===== config.mk =====
export PLATFORM = sky130hd
export DESIGN_NAME = eth_tx_framer
export DESIGN_NICKNAME = d
export VERILOG_FILES = /design/src/rtl/eth_tx_framer.sv
export SDC_FILE = /design/constraint.sdc
export NUM_CORES = 1
export LEC_CHECK = 0
export BUFFER_PORTS_ARGS = -buffer_cell sky130_fd_sc_hd__buf_2
export CAP_MARGIN = 20
export CORE_MARGIN = 8
export CORE_UTILIZATION = 45
export CTS_BUF_LIST = sky130_fd_sc_hd__clkbuf_16
export DETAILED_ROUTE_END_ITERATION = 8
export PLACE_DENSITY = 0.63
export SYNTH_ARGS = -nofsm -noshare
export SYNTH_HDL_FRONTEND = slang
export SYNTH_SLANG_ARGS = --single-unit

===== constraint.sdc =====
create_clock -name clock -period 2.1 [get_ports clock]
set_input_delay 0 -clock clock [delete_from_list [all_inputs] [get_ports clock]]
set_output_delay 0 -clock clock [all_outputs]
set_load 0.01 [all_outputs]

===== src/rtl/eth_tx_framer.sv =====
// Byte-wide Ethernet transmit framer: preamble, SFD, payload, zero padding, CRC-32 FCS
// and a forced inter-frame gap, with a one-cycle txer pulse when the source underruns.
module eth_tx_framer #(
  parameter int PREAMBLE_BYTES  = 7,
  parameter int MIN_FRAME_BYTES = 60,
  parameter int APPEND_FCS      = 1,
  parameter int IFG_BYTES       = 12
) (
  input  logic       clock,
  input  logic       reset_n,
  input  logic       in_txen,
  input  logic [7:0] in_txd,
  input  logic       in_txlast,
  output logic       out_tx_ready,
  output logic       out_wire_txen,
  output logic [7:0] out_wire_txd,
  output logic       out_wire_txer,
  output logic       out_busy
);

  localparam logic [2:0] S_IDLE = 3'd0;
  localparam logic [2:0] S_PRE  = 3'd1;
  localparam logic [2:0] S_SFD  = 3'd2;
  localparam logic [2:0] S_DATA = 3'd3;
  localparam logic [2:0] S_PAD  = 3'd4;
  localparam logic [2:0] S_FCS  = 3'd5;
  localparam logic [2:0] S_IFG  = 3'd6;

  localparam logic [31:0] CRC_POLY = 32'hEDB88320;
  localparam logic [31:0] CRC_INIT = 32'hFFFFFFFF;
  localparam logic [31:0] MIN_LEN  = 32'(MIN_FRAME_BYTES);
  localparam logic [3:0]  PRE_LAST = 4'(PREAMBLE_BYTES);
  localparam logic [7:0]  IFG_LAST = 8'(IFG_BYTES - 1);

  logic [2:0]  state_q, state_d;
  logic [3:0]  pre_cnt_q, pre_cnt_d;
  logic [7:0]  ifg_cnt_q, ifg_cnt_d;
  logic [1:0]  fcs_idx_q, fcs_idx_d;
  logic [15:0] count_q, count_d;
  logic [31:0] crc_q, crc_d;
  logic        ready_q, ready_d;
  logic        txen_q, txen_d;
  logic [7:0]  txd_q, txd_d;
  logic        txer_q, txer_d;
  logic        busy_q, busy_d;

  logic [15:0] count_inc;
  logic        pad_more;
  logic [2:0]  tail_state;
  logic [31:0] fcs;

  function automatic logic [31:0] crc_byte(input logic [31:0] c, input logic [7:0] d);
    logic [31:0] r;
    r = c ^ {24'd0, d};
    for (int i = 0; i < 8; i++) begin
      r = r[0] ? ((r >> 1) ^ CRC_POLY) : (r >> 1);
    end
    return r;
  endfunction

  // Where a frame goes after the byte being emitted now: more padding, FCS, or straight to the gap.
  always_comb begin
    count_inc = (count_q == 16'hFFFF) ? count_q : count_q + 16'd1;
    pad_more  = ({16'd0, count_inc} < MIN_LEN);
    if (pad_more) begin
      tail_state = S_PAD;
    end else if (APPEND_FCS != 0) begin
      tail_state = S_FCS;
    end else begin
      tail_state = S_IFG;
    end
    fcs = ~crc_q;
  end

  always_comb begin
    state_d   = state_q;
    pre_cnt_d = 4'd0;
    ifg_cnt_d = 8'd0;
    fcs_idx_d = 2'd0;
    count_d   = count_q;
    crc_d     = crc_q;
    ready_d   = 1'b0;
    txen_d    = 1'b0;
    txd_d     = 8'h00;
    txer_d    = 1'b0;
    case (state_q)
      S_IDLE: begin
        if (in_txen) begin
          state_d   = S_PRE;
          pre_cnt_d = 4'd1;
          crc_d     = CRC_INIT;
          count_d   = 16'd0;
          txen_d    = 1'b1;
          txd_d     = 8'h55;
        end
      end
      S_PRE: begin
        txen_d = 1'b1;
        if (pre_cnt_q == PRE_LAST) begin
          state_d = S_SFD;
          txd_d   = 8'hD5;
          ready_d = 1'b1;
        end else begin
          pre_cnt_d = pre_cnt_q + 4'd1;
          txd_d     = 8'h55;
        end
      end
      // Ready is already high in SFD, so a missing byte there is an underrun just like in DATA.
      S_SFD, S_DATA: begin
        txen_d = 1'b1;
        if (in_txen) begin
          txd_d   = in_txd;
          crc_d   = crc_byte(crc_q, in_txd);
          count_d = count_inc;
          if (in_txlast) begin
            state_d = tail_state;
          end else begin
            state_d = S_DATA;
            ready_d = 1'b1;
          end
        end else begin
          txer_d  = 1'b1;
          state_d = S_IFG;
        end
      end
      S_PAD: begin
        txen_d  = 1'b1;
        crc_d   = crc_byte(crc_q, 8'h00);
        count_d = count_inc;
        state_d = tail_state;
      end
      S_FCS: begin
        txen_d    = 1'b1;
        txd_d     = fcs[{fcs_idx_q, 3'b000} +: 8];
        fcs_idx_d = fcs_idx_q + 2'd1;
        if (fcs_idx_q == 2'd3) begin
          state_d = S_IFG;
        end
      end
      S_IFG: begin
        ifg_cnt_d = ifg_cnt_q + 8'd1;
        if (ifg_cnt_q == IFG_LAST) begin
          state_d = S_IDLE;
        end
      end
      default: begin
        state_d = S_IDLE;
      end
    endcase
    busy_d = (state_d != S_IDLE);
  end

  always_ff @(posedge clock or negedge reset_n) begin
    if (!reset_n) begin
      state_q   <= S_IDLE;
      pre_cnt_q <= 4'd0;
      ifg_cnt_q <= 8'd0;
      fcs_idx_q <= 2'd0;
      count_q   <= 16'd0;
      crc_q     <= CRC_INIT;
      ready_q   <= 1'b0;
      txen_q    <= 1'b0;
      txd_q     <= 8'h00;
      txer_q    <= 1'b0;
      busy_q    <= 1'b0;
    end else begin
      state_q   <= state_d;
      pre_cnt_q <= pre_cnt_d;
      ifg_cnt_q <= ifg_cnt_d;
      fcs_idx_q <= fcs_idx_d;
      count_q   <= count_d;
      crc_q     <= crc_d;
      ready_q   <= ready_d;
      txen_q    <= txen_d;
      txd_q     <= txd_d;
      txer_q    <= txer_d;
      busy_q    <= busy_d;
    end
  end

  assign out_tx_ready  = ready_q;
  assign out_wire_txen = txen_q;
  assign out_wire_txd  = txd_q;
  assign out_wire_txer = txer_q;
  assign out_busy      = busy_q;

endmodule


# Word-level counts from Yosys, hierarchy flattened
# Cells that the tools add are included.
[word_totals]
input_bits = 12
register_bits = 77
out_inout_bits = 12
wordCells = 101
[op_classes]
n_bitwise = 18
muxes = 48
reduce_logical = 6
eq_ne = 12
shifts = 1
add_sub_neg = 4
n_lt_le_gt_ge = 1
[op_table]
columns = ["cell", "n"]
rows = [
  ["two-way mux 32 bit", 18],
  ["inverter 13 -> 14 bit", 16],
  ["case mux 32 bit (3 select lines)", 1],
  ["two-way mux 16 bit", 3],
  ["case mux 16 bit (3 select lines)", 1],
  ["inverter 32 bit", 1],
  ["case mux 8 bit (4 select lines)", 1],
  ["variable part select 32 x 6 -> 8 bit", 1],
  ["bitwise XOR 32 x 8 -> 32 bit", 1],
  ["two-way mux 8 bit", 3],
  ["two-way mux 3 bit", 6],
  ["case mux 3 bit (6 select lines)", 1],
  ["adder 16 x 1 -> 16 bit, second input constant", 1],
  ["== test 16 bit, second input constant", 1],
  ["less-than comparator 16 x 6 -> 1 bit, second input constant", 1],
  ["== test 3 bit, second input constant", 3],
  ["adder 8 x 1 -> 8 bit, second input constant", 1],
  ["== test 8 x 4 -> 1 bit, second input constant", 1],
  ["two-way mux 1 bit", 8],
  ["case mux 4 bit (2 select lines)", 1],
  ["two-way mux 7 bit", 1],
  ["== test 3 x 2 -> 1 bit, second input constant", 2],
  ["nonzero test 3 bit", 2],
  ["OR reduction 5 bit", 1],
  ["other kinds (12)", 14],
]

# Depth between registers and ports, before layout
# Gate-level depths: netlist (run 1).
[depth]
depth_word = 19
ltp_mapped = 8

# Worst setup path before layout (run 1)
# Ideal clock, no wire load.
[synth_timing]
kind = "register -> register"
startpoint = "register crc_q[7]"
endpoint = "register crc_q[20]"
arrival_time_ns = 2.190
path_stages_with_launch = 8
path_slack_ns = -0.163
synth_period_minus_slack_ns = 2.263
n_path_buf = 1
required_time_ns = 2.027
path_cell_list = "dfstp_2 -> buf_6 -> xnor3_2 -> xnor3_2 -> xnor3_1 -> a21oi_2 -> o22ai_1 -> a21oi_1"
[synth_via]
elab_chain_cells = 12
elab_cells_between_ends = 21
cone_classes = "18 x mux; 3 x bitwise"
[synth_lines]
columns = ["item", "line_no", "rtl"]
rows = [
  ["start: declaration", "40", "logic [31:0] crc_q, crc_d;"],
  ["start signal: assignment", "172", "crc_q <= crc_d;"],
  ["bitwise XOR 32 x 8 -> 32 bit", "54", "r = c ^ {24'd0, d};"],
  ["two-way mux 32 bit", "56", "r = r[0] ? ((r >> 1) ^ CRC_POLY) : (r >> 1);"],
  ["inverter 13 -> 14 bit (no source line)", "--", ""],
  ["two-way mux 32 bit (7 in series)", "56", ""],
  ["two-way mux 32 bit", "111", "if (in_txen) begin"],
  ["case mux 32 bit (3 select lines) (*)", "86", "case (state_q)"],
]
# Mark *: on every way between the ends. The rest lies on a longest branch, timed or not. The select of a mux whose other input is x is not followed.
# A chain may end at the register's enable or synchronous reset.

# Worst setup path after layout (run 1)
[layout_timing]
startpoint = "register crc_q[0]"
endpoint = "register crc_q[23]"
[layout_via]
elab_chain_cells = 16
elab_cells_between_ends = 29
cone_classes = "18 x mux; 11 x bitwise"
[layout_lines]
columns = ["item", "line_no"]
rows = [
  ["bitwise XOR 32 x 8 -> 32 bit", "54"],
  ["two-way mux 32 bit", "56"],
  ["inverter 13 -> 14 bit (no source line)", "--"],
  ["two-way mux 32 bit (2 in series)", "56"],
  ["inverter 13 -> 14 bit (no source line)", "--"],
  ["two-way mux 32 bit", "56"],
  ["inverter 13 -> 14 bit (no source line)", "--"],
  ["two-way mux 32 bit (2 in series)", "56"],
  ["inverter 13 -> 14 bit (no source line)", "--"],
  ["two-way mux 32 bit", "56"],
  ["inverter 13 -> 14 bit (no source line)", "--"],
  ["two-way mux 32 bit", "56"],
  ["two-way mux 32 bit", "111"],
  ["case mux 32 bit (3 select lines) (*)", "86"],
]
# Marks and branches as above.

==> flow_metrics.py, run 1 <==
metrics = {
    "die": {
        "die_w_um": 126,
        "pin_count": 24,
        "rows": 40,
        "core_area_sq_mm": 0.0119,
        "die_y_um": 126,
        "initial_core_util_pct": 45.6,
        "die_area_sq_mm": 0.0158,
    },
    "grt": {
        "grt_overflow_total": 0,
        "grt_first_pass_wirelength_um": 24700,
        "grt_max_degree": 42,
        "track_usage_pct": 19.5,
        "grt_pass1_vias": 4646,
        "antenna_found_initial": 0,
    },
    "timing": {
        "fin_ws_ns": -0.0105,
        "maxSlewViolCount": 0,
        "finalCritPeriodShare_pct": 100,
        "layout_min_cycle_time_ns": 2.11,
        "setup_violations": 1,
        "rsz0062_at_grt": "true",
        "worst_pin_slew_ns": 0.560,
        "clock_skew_ns": 0.00962,
        "fmax_ghz": 0.474,
        "hold_viol": 0,
        "max_slew_margin_pct": 62.4,
    },
    "cells_and_area": {
        "final_nets": 657,
        "area_delta_synth_final_pct": 22.7,
        "drive_above_1_share_pct": 29.7,
        "post-route-util_pct": 55.9,
        "diodes": 0,
    },
    "route": {
        "drc_errors": 0,
        "routed-via-count": 4629,
        "ant_nets": 0,
        "drt-vias-per-instance": 5.84,
        "wl_um": 15200,
        "first_pass_iters": 5,
        "first_iter_violations": 538,
        "routedWlPerCell_um": 19.1,
    },
    "place": {
        "dp_slack_ns": -0.126,
        "port_buffers": 23,
        "gp_congestion": 0.904,
        "dpl.hpwl_um": 10600,
    },
    "status": {
        "violations": "negative setup slack",
        "outcome": "finished, violations left",
    },
    "synth": {
        "synth_edf_count": 0,
        "synth_seq_cells": 77,
        "synth_area_leader_cell": "dfrtp_1",
        "yosys_warnings": 0,
        "synth_nets": 583,
        "synthTopCellsByCount": "xnor2_1 (81), nor2_1 (72), a21oi_1 (46)",
        "synth_flop_cell": "dfrtp_1",
        "yosys.area.top_type_share_pct": 20.8,
        "synthCells": 567,
        "synthArstFlopShare_pct": 100,
        "netlist_area_sq_mm": 0.00543,
        "yosys-top-cells-area": "dfrtp_1 (21%), dfstp_2 (15%), xnor2_1 (13%), xor2_1 (5.6%), nor2_1 (5.0%)",
        "avgSynthCellArea_sq_um": 9.57,
        "synth.most_common_cell": "xnor2_1",
        "ys_seq_area_share_pct": 36.2,
        "synthDistinctLibCells": 59,
    },
    "clock_network": {
        "cts_tree": "yes",
        "root_buffer": "clkbuf_16",
        "clock_latency_ns": 0.35,
        "clkSinkCount": 77,
        "clk_pin_slew_worst_paths_ns": 0.07,
        "htreeDepth": 3,
        "cts_buffers": 9,
        "cts_max_path_buffers": 2,
    },
    "pwr": {
        "peakVddDrop_mv": 0.704,
        "p_leak_nw": 2.71,
        "power_density_mw_per_mm2": 1650,
    },
    "setup_path": {
        "end_kind": "register",
        "cp_max_fo": 5,
        "cp-start-kind": "register",
        "crit_chain": "xnor2_4 -> xor2_4 -> xnor3_1 -> a21oi_2 -> o22ai_1 -> a21oi_1",
        "slowest_delay_ns": 0.71,
        "slowest_stage": "dfstp_4",
        "cp.arrival_ns": 2.39,
        "crit_type": "reg2reg",
        "cp.required_ns": 2.38,
    },
    "flow_run": {
        "max_cap_violations": 0,
    },
    "worst_hold_path": {
        "hold_class": "in2reg",
    },
}
[through the flow]
step / TNS, ns / total power [mW] / hold slack [ns] / instances / cell area [sq um]
5_1_grt: -0.398 / 11.6 / 0.0540 / 793 / 6660
2_1_floorplan: 0 / 7.61 / -0.296 / 567 / 5490
6_report: -0.0105 / 11.0 / 0.0183 / 793 / 6660
3_3_place_gp: -0.0936 / 8.66 / 0.0142 / 758 / 6040
3_5_place_dp: -0.169 / 8.78 / 0.0269 / 758 / 6040
4_1_cts: -0.00640 / 10.5 / 0.00488 / 783 / 6440
[per-layer routing]
layer	track usage, %	vias up	wire (um)
met5	0	-	0
met3	3.76	53	1000
met2	30.5	186	7000
met4	11.2	0	619
li1	-	2122	-
met1	24.9	2268	6530
[worst max-delay path, delay by kind of cell, from the launching register on]
family	cells	cell delay [ns]
DFF	1	0.71
AOI/OAI and AO/OA	3	0.43
xor gates and xnor gates	3	0.89
[registers in the layout, indices dropped and copies added (netlist names)]
register       count
crc_q             32
fcs_idx_q          2
ifg_cnt_q          8
pre_cnt_q          4
out_wire_txer      1
out_busy           1
out_tx_ready       1
count_q           16
out_wire_txen      1
out_wire_txd       8
state_q            3
[cell type report]
class                      count  area (sq um)
fill                        1038          5250
multi-input combinational    444          3410
sequential                    77          1970
timing repair buffer          98           761
clock buffer                   9           225
tap                          147           184
clock inverter                 7          65.1
inverter                      11          41.3
[where the power goes]
group | switching [mW] | internal [mW] | leakage, nW
Combinational | 3.43 | 3.48 | 1.63
Sequential | 0.530 | 2.02 | 0.942
Clock | 0.708 | 0.829 | 0.140
[cell usage in the layout (no fill, tap or decap), drive strengths merged, types with 6 or more instances in the layout]
cell type	synthesis	final
buf	11	91
xnor2	87	87
nor2	74	74
a21oi	47	47
dfrtp	45	45
xor2	42	42
o21ai	38	38
dfstp	32	32
nand2	28	28
nand3	16	16
inv	11	15
o22ai	10	10
a221oi	10	10
clkbuf	23	9
mux4	8	8
a31oi	7	7
and3	7	7
dlygate4sd3	0	7
nand4	6	6
nor3	6	6
[logic make-up (layout without fill, tap and decap cells)]
family          after synthesis  after routing  share of synthesized area (%)
buf+inv                      46            125                           4.66
simple gates                155            155                           12.8
mux                          12             12                           4.10
flops                        77             77                           36.2
compound gates              139            139                           15.7
fa+ha+maj                     4              4                          0.922
xor+xnor                    134            134                           25.6
[final timing paths]
check                           depth (start not counted)      endpoint          from  slack (ns)
min in group asynchronous                               2  fcs_idx_q[0]       reset_n        0.17
worst min register to register                          1  ifg_cnt_q[0]  ifg_cnt_q[0]        0.45
worst max-delay path                                    6     crc_q[23]      crc_q[0]       -0.01
worst min-delay path                                    3      crc_q[9]     in_txd[7]        0.02
max in group asynchronous                               3     crc_q[26]       reset_n        1.25
worst max register to register                          6     crc_q[23]      crc_q[0]       -0.01
[what timing repair did]
item	4_1_cts	5_1_grt
cloned	0	0
setup buffers	2	10
resized for setup	2	22
hold buffers	7	0
endpoints found under the setup margin	4	19
pin swaps	0	6
hold endpoints to repair	28	0
Power figures use the tool's default switching activity.
==> inputs of run 2 (changes only) <==
Settings changed: ABC_AREA set to 1, PLACE_DENSITY 0.63 to 0.6, SLEW_MARGIN set to 20.
Clock period 2.1 ns to 2.6 ns, I/O delays scaled along.
==> run 2 against run 1 <==
Compared with the run above:
- the run now ends clean
- via count rose by 28%
- hold slack got worse by 0.015 ns
- synthesized cell count grew 56%
- count of clock-buffer cells in the layout stayed put
- critical path depth rose by 4
- utilization decreased by 5.3 points
- die area rose by 11%
- global-route usage is 3.0 points higher
- sequential cell count did not move
- fmax is 2.5% lower
- clock skew is 0.0011 ns lower
- combinational power is 38% lower
- critical endpoint is now crc_q[25]
==> flow_metrics.py, run 2 <==
metrics = {
    "status": {
        "outcome": "finished, final reports clean",
    },
    "clock_network": {
        "cts_tree": "yes",
        "htreeDepth": 3,
        "cts_max_path_buffers": 2,
        "cts_buffers": 9,
        "clock_latency_ns": 0.36,
        "root_buffer": "clkbuf_16",
        "clk_pin_slew_worst_paths_ns": 0.07,
        "clkSinkCount": 77,
    },
    "route": {
        "wl_um": 19500,
        "drt-vias-per-instance": 5.46,
        "first_iter_violations": 624,
        "drc_errors": 0,
        "ant_nets": 0,
        "routed-via-count": 5940,
        "routedWlPerCell_um": 17.9,
        "first_pass_iters": 5,
    },
    "cells_and_area": {
        "diodes": 0,
        "area_delta_synth_final_pct": 9.96,
        "regMostFlops": "crc_q",
        "fill_cells": 1357,
        "largest_register_ffs": 32,
        "final_nets": 923,
        "layout_commonest_cell": "nand2_1",
        "layout_common_cells": "nand2_1 (240), inv_1 (91), nor2_1 (83)",
        "finalInstanceArea_sq_mm": 0.00670,
        "drive_above_1_share_pct": 15.5,
        "reg.largest.list": "crc_q (32), count_q (16)",
    },
    "setup_path": {
        "slowest_delay_ns": 0.57,
        "cp.required_ns": 2.88,
        "r2r_start": "crc_q[0]",
        "end_kind": "register",
        "cp_max_fo": 10,
        "crit_chain": "buf_4 -> nand2_1 -> nand2_4 -> xor2_2 -> inv_2 -> a21oi_1 -> o21ai_0 -> nand2_1 -> inv_1 -> a21oi_1",
        "slowest_stage": "dfstp_2",
        "cp.arrival_ns": 2.45,
        "cp-startpoint": "crc_q[0]",
        "cp-start-kind": "register",
        "r2r_cells": 10,
        "crit_path_end": "crc_q[25]",
        "r2r-end": "crc_q[25]",
        "reg2reg_slack_ns": 0.44,
        "crit_type": "reg2reg",
    },
    "grt": {
        "grt_first_pass_wirelength_um": 31000,
        "grt_overflow_total": 0,
        "antenna_found_initial": 0,
        "track_usage_pct": 22.5,
        "grt_max_degree": 69,
        "grt_pass1_vias": 5737,
    },
    "timing": {
        "max_slew_margin_pct": 39.3,
        "hold_viol": 0,
        "fmax_ghz": 0.462,
        "rsz0062_at_grt": "false",
        "layout_min_cycle_time_ns": 2.16,
        "setup_violations": 0,
        "tns_ns": 0,
        "clock_skew_ns": 0.00852,
        "maxSlewViolCount": 0,
        "worst_pin_slew_ns": 0.910,
        "finalCritPeriodShare_pct": 83.3,
        "fin_hold_ws_ns": 0.00283,
    },
    "synth": {
        "synthTopCellsByCount": "nand2_1 (240), inv_1 (90), nor2_1 (84)",
        "synthArstFlopShare_pct": 100,
        "ys_seq_area_share_pct": 32.3,
        "synthCells": 882,
        "yosys_warnings": 0,
        "avgSynthCellArea_sq_um": 6.91,
        "synth_seq_cells": 77,
        "synth_area_leader_cell": "dfrtp_1",
        "netlist_area_sq_mm": 0.00609,
        "synth_nets": 898,
        "synth_edf_count": 0,
        "synth_flop_cell": "dfrtp_1",
        "synth.most_common_cell": "nand2_1",
        "synthDistinctLibCells": 45,
        "yosys.area.top_type_share_pct": 18.5,
        "yosys-top-cells-area": "dfrtp_1 (18%), nand2_1 (15%), dfstp_2 (14%), nand3_1 (6.0%), inv_1 (5.5%)",
    },
    "flow_run": {
        "max_cap_violations": 0,
    },
    "die": {
        "die_area_sq_mm": 0.0175,
        "pin_count": 24,
        "initial_core_util_pct": 46.0,
        "core_area_sq_mm": 0.0132,
        "die_w_um": 132,
        "die_y_um": 132,
        "rows": 42,
    },
    "pwr": {
        "power_density_mw_per_mm2": 1140,
        "peakVddDrop_mv": 0.501,
        "p_leak_nw": 3.23,
    },
    "place": {
        "gp_congestion": 0.966,
        "placed_area_sq_mm": 0.00637,
        "port_buffers": 23,
        "dpl.hpwl_um": 14200,
    },
    "worst_hold_path": {
        "hold_class": "in2reg",
        "min_from": "in_txd[0]",
    },
}
[run 2: cell types whose count changed after synthesis, moves of 8 or more]
cell,delta
a221oi_1,-10
nand2_2,+13
nand2_1,+212
inv_1,+79
inv_2,+16
mux4_2,-8
xnor2_1,-59
nor2_1,+12
o21ai_0,+19
nand3_1,+57
buf_2,+8
clkbuf_1,-13
[run 2: what timing repair did]
action                                 in CTS  in global routing
endpoints found under the hold margin      50                  0
hold buffers                                5                  0
buffers inserted                            0                  0
gates resized for setup                     0                  0
[run 2: worst min-delay path by stage]
stage | to | slack (ns) | cells after the start
after floorplan | count_q[0] | -0.30 | 0
after global placement | count_q[14] | 0.19 | 1
after detailed placement | count_q[14] | 0.19 | 1
after CTS | out_wire_txd[0] | 0.0007 | 3
after global routing | out_wire_txd[7] | 0.02 | 3
final | out_wire_txd[0] | 0.003 | 3
[run 2: kinds of logic after synthesis]
logic type | after synthesis | share of synthesized area (%)
adders and majority gates | 4 | 0.821
xor gates and xnor gates | 75 | 12.8
and+or+nand+nor | 443 | 31.2
AOI/OAI and AO/OA | 148 | 13.6
buffers and inverters | 135 | 9.30
DFF | 77 | 32.3
[run 2: metrics by stage]
stage	utilization, %	power [mW]	cells	worst slack (ns)
detailed placement	48.1	6.32	1067	0.482
global placement	48.1	6.28	1067	0.465
finish	50.6	7.62	1088	0.435
floorplan	-	5.18	882	0.861
CTS	50.6	7.58	1088	0.447
global route	50.6	8.19	1088	0.261
[run 2: per-layer routing]
| metal | vias to the layer above | wire length, um | GRT usage (%) |
|---|---|---|---|
| li1 | 2889 | - | - |
| met4 | 0 | 686 | 10.2 |
| met5 | - | 0 | 0 |
| met1 | 2762 | 8330 | 27.8 |
| met3 | 49 | 1180 | 3.54 |
| met2 | 240 | 9300 | 37.8 |
[run 2: cell type report]
| class | instances | area [sq um] | share of cell area, % |
|---|---|---|---|
| Sequential cell | 77 | 1970 | 29.4 |
| Multi-Input combinational cell | 670 | 3560 | 53.2 |
| Tap cell | 176 | 220 | 3.29 |
| Clock inverter | 7 | 51.3 | 0.766 |
| Clock buffer | 9 | 225 | 3.36 |
| Timing Repair Buffer | 42 | 273 | 4.07 |
| Inverter | 107 | 402 | 5.99 |
[run 2: worst max-delay path: cells and delay by family (launching register included)]
kind,cells,cell delay [ns]
flip-flops,1,0.57
buffers and inverters,3,0.39
AND/OR/NAND/NOR,3,0.38
AO/OA/AOI/OAI,3,0.38
XOR/XNOR,1,0.35
[run 2: where the power goes]
group	switching, mW	internal [mW]	leakage, nW	total, mW
combinational	2.82	1.47	2.15	4.29
sequential	0.462	1.65	0.937	2.11
clock	0.568	0.650	0.137	1.22
total	3.85	3.77	3.23	7.62
==> inputs of run 3 (changes only) <==
Settings changed: ABC_AREA 1 to 0.
Clock period 2.6 ns to 2.2 ns, I/O delays scaled along.
==> run 3 against run 2 <==
Compared with the run above:
- final area decreased by 4.1%
- wire length decreased by 23%
- final cell count decreased by 28%
- register-to-register slack got worse by 0.36 ns
- die area decreased by 9.7%
- hold slack improved by 0.031 ns
- utilization increased by 3.3 points
- critical path type unchanged
- largest power group unchanged
==> flow_metrics.py, run 3 (synthesis gave the netlist of run 1 again) <==
metrics = {
    "timing": {
        "clock_skew_ns": 0.0126,
        "max_slew_margin_pct": 64.0,
        "fin_hold_ws_ns": 0.0343,
        "maxSlewViolCount": 0,
        "fmax_ghz": 0.471,
        "worst_pin_slew_ns": 0.536,
        "rsz0062_at_grt": "false",
        "setup_violations": 0,
        "finalCritPeriodShare_pct": 96.6,
        "hold_viol": 0,
        "layout_min_cycle_time_ns": 2.12,
    },
    "cells_and_area": {
        "post-route-util_pct": 53.9,
        "drive_above_1_share_pct": 25.7,
        "regMostFlops": "crc_q",
        "largest_register_ffs": 32,
        "final_nets": 646,
        "layout_common_cells": "xnor2_1 (80), nor2_1 (71), buf_4 (54)",
        "area_delta_synth_final_pct": 18.4,
        "diodes": 0,
        "layout_commonest_cell": "xnor2_1",
        "reg.largest.list": "crc_q (32), count_q (16)",
    },
    "route": {
        "ant_nets": 0,
        "first_pass_iters": 5,
        "first_iter_violations": 402,
        "wl_um": 14900,
        "drc_errors": 0,
        "drt-vias-per-instance": 5.76,
        "routedWlPerCell_um": 19.1,
        "routed-via-count": 4507,
    },
    "setup_path": {
        "r2r_start": "crc_q[1]",
        "reg2reg_slack_ns": 0.08,
        "cp.arrival_ns": 2.38,
        "cp.required_ns": 2.46,
        "slowest_stage": "dfstp_4",
        "r2r-end": "crc_q[27]",
        "slowest_delay_ns": 0.69,
        "cp-start-kind": "register",
        "end_kind": "register",
        "crit_type": "reg2reg",
        "r2r_cells": 8,
        "cp_num_buf_inv": 3,
        "cp-startpoint": "crc_q[1]",
        "crit_chain": "buf_4 -> xor2_4 -> buf_4 -> xnor2_1 -> buf_4 -> xnor2_1 -> a221oi_1 -> nor2_1",
        "cp_max_fo": 7,
        "cp_common_cell": "buf_4",
        "path_delay_family": "flip-flops",
    },
    "place": {
        "dpl.hpwl_um": 10500,
        "port_buffers": 23,
        "gp_congestion": 0.889,
    },
    "grt": {
        "grt_overflow_total": 0,
        "grt_max_degree": 76,
        "grt_first_pass_wirelength_um": 23700,
        "track_usage_pct": 19.0,
        "grt_pass1_vias": 4414,
        "antenna_found_initial": 0,
    },
    "worst_hold_path": {
        "hold_path_depth": 3,
        "min_from": "in_txd[0]",
        "hold_class": "in2reg",
        "hold_path_end": "out_wire_txd[0]",
    },
    "pwr": {
        "fin_total_pwr_mw": 9.99,
        "p_leak_nw": 2.63,
        "power_density_mw_per_mm2": 1560,
        "peakVddDrop_mv": 0.670,
    },
    "die": {
        "pin_count": 24,
        "rows": 40,
        "die_area_sq_mm": 0.0158,
        "initial_core_util_pct": 45.6,
        "die_w_um": 126,
        "core_area_sq_mm": 0.0119,
        "die_y_um": 126,
    },
    "clock_network": {
        "cts_tree": "yes",
        "clk_pin_slew_worst_paths_ns": 0.07,
        "cts_buffers": 9,
        "root_buffer": "clkbuf_16",
        "clkSinkCount": 77,
        "clock_latency_ns": 0.35,
        "cts_max_path_buffers": 2,
        "htreeDepth": 3,
    },
    "status": {
        "outcome": "finished, final reports clean",
    },
    "flow_run": {
        "max_cap_violations": 0,
    },
}
==> run 3: cell count changes in the layout (fill, tap and decap cells not counted), sizes merged, moves of 8 or more <==
cell    previous run  this run
inv              108        13
buf               37        79
a221oi             0        10
mux4               0         8
o21ai             61        38
nor2              88        74
xnor2             31        87
nand3             73        16
nand2            257        28
==> run 3: cell type report <==
type                    instances  area (sq um)
multi-input cells             444          3240
clock inverters                 7           100
inverters                      11          41.3
repair buffers                 87           663
clock buffers                   9           225
well taps                     147           184
fillers                      1086          5490
flip-flops and latches         77          1970
==> run 3: what timing repair did <==
action                                  4_1_cts  5_1_grt
endpoints found under the setup margin        1        8
pin swaps                                     0        5
resized for setup                             1        6
buffers inserted                              0        8
hold buffers                                  8        0
hold endpoints to repair                     55        0
==> run 3: per-stage QoR <==
| step | instance area, sq um | instances | setup WS (ns) | TNS [ns] |
|---|---|---|---|---|
| detailed placement | 5890 | 749 | -0.0964 | -0.0964 |
| global placement | 5890 | 749 | -0.0443 | -0.0443 |
| CTS | 6300 | 773 | 0.00862 | 0 |
| floorplan | 5430 | 567 | 0.0174 | 0 |
| finish | 6420 | 782 | 0.0752 | 0 |
| global route | 6420 | 782 | 0.0154 | 0 |
==> run 3: tightest hold or removal path: stages <==
cell	delay [ns]
buf_2	0.18
nand2_1	0.07
o21ai_0	0.08
==> run 3: worst max path at each step <==
stage / end / slack [ns] / cells past startpoint
final: crc_q[27] / 0.08 / 8
after global routing: crc_q[23] / 0.02 / 6
after CTS: state_q[0] / 0.009 / 7
after detailed placement: state_q[0] / -0.1 / 7
after global placement: state_q[0] / -0.04 / 7
after floorplan: crc_q[21] / 0.02 / 7
==> run 3: metal layers <==
metal,track usage [%],vias to the layer above,part of all wire [%]
met5,0,-,0
met4,8.28,0,2.6
met3,3.42,23,5.3
met2,31.6,155,47
met1,23.8,2237,45
li1,-,2092,-
==> run 3: where the power goes <==
group          total, mW  internal, mW  switching [mW]
registers           2.40          1.93           0.472
logic               5.95          2.95            3.00
clock network       1.64          1.00           0.636
total               9.99          5.88            4.11
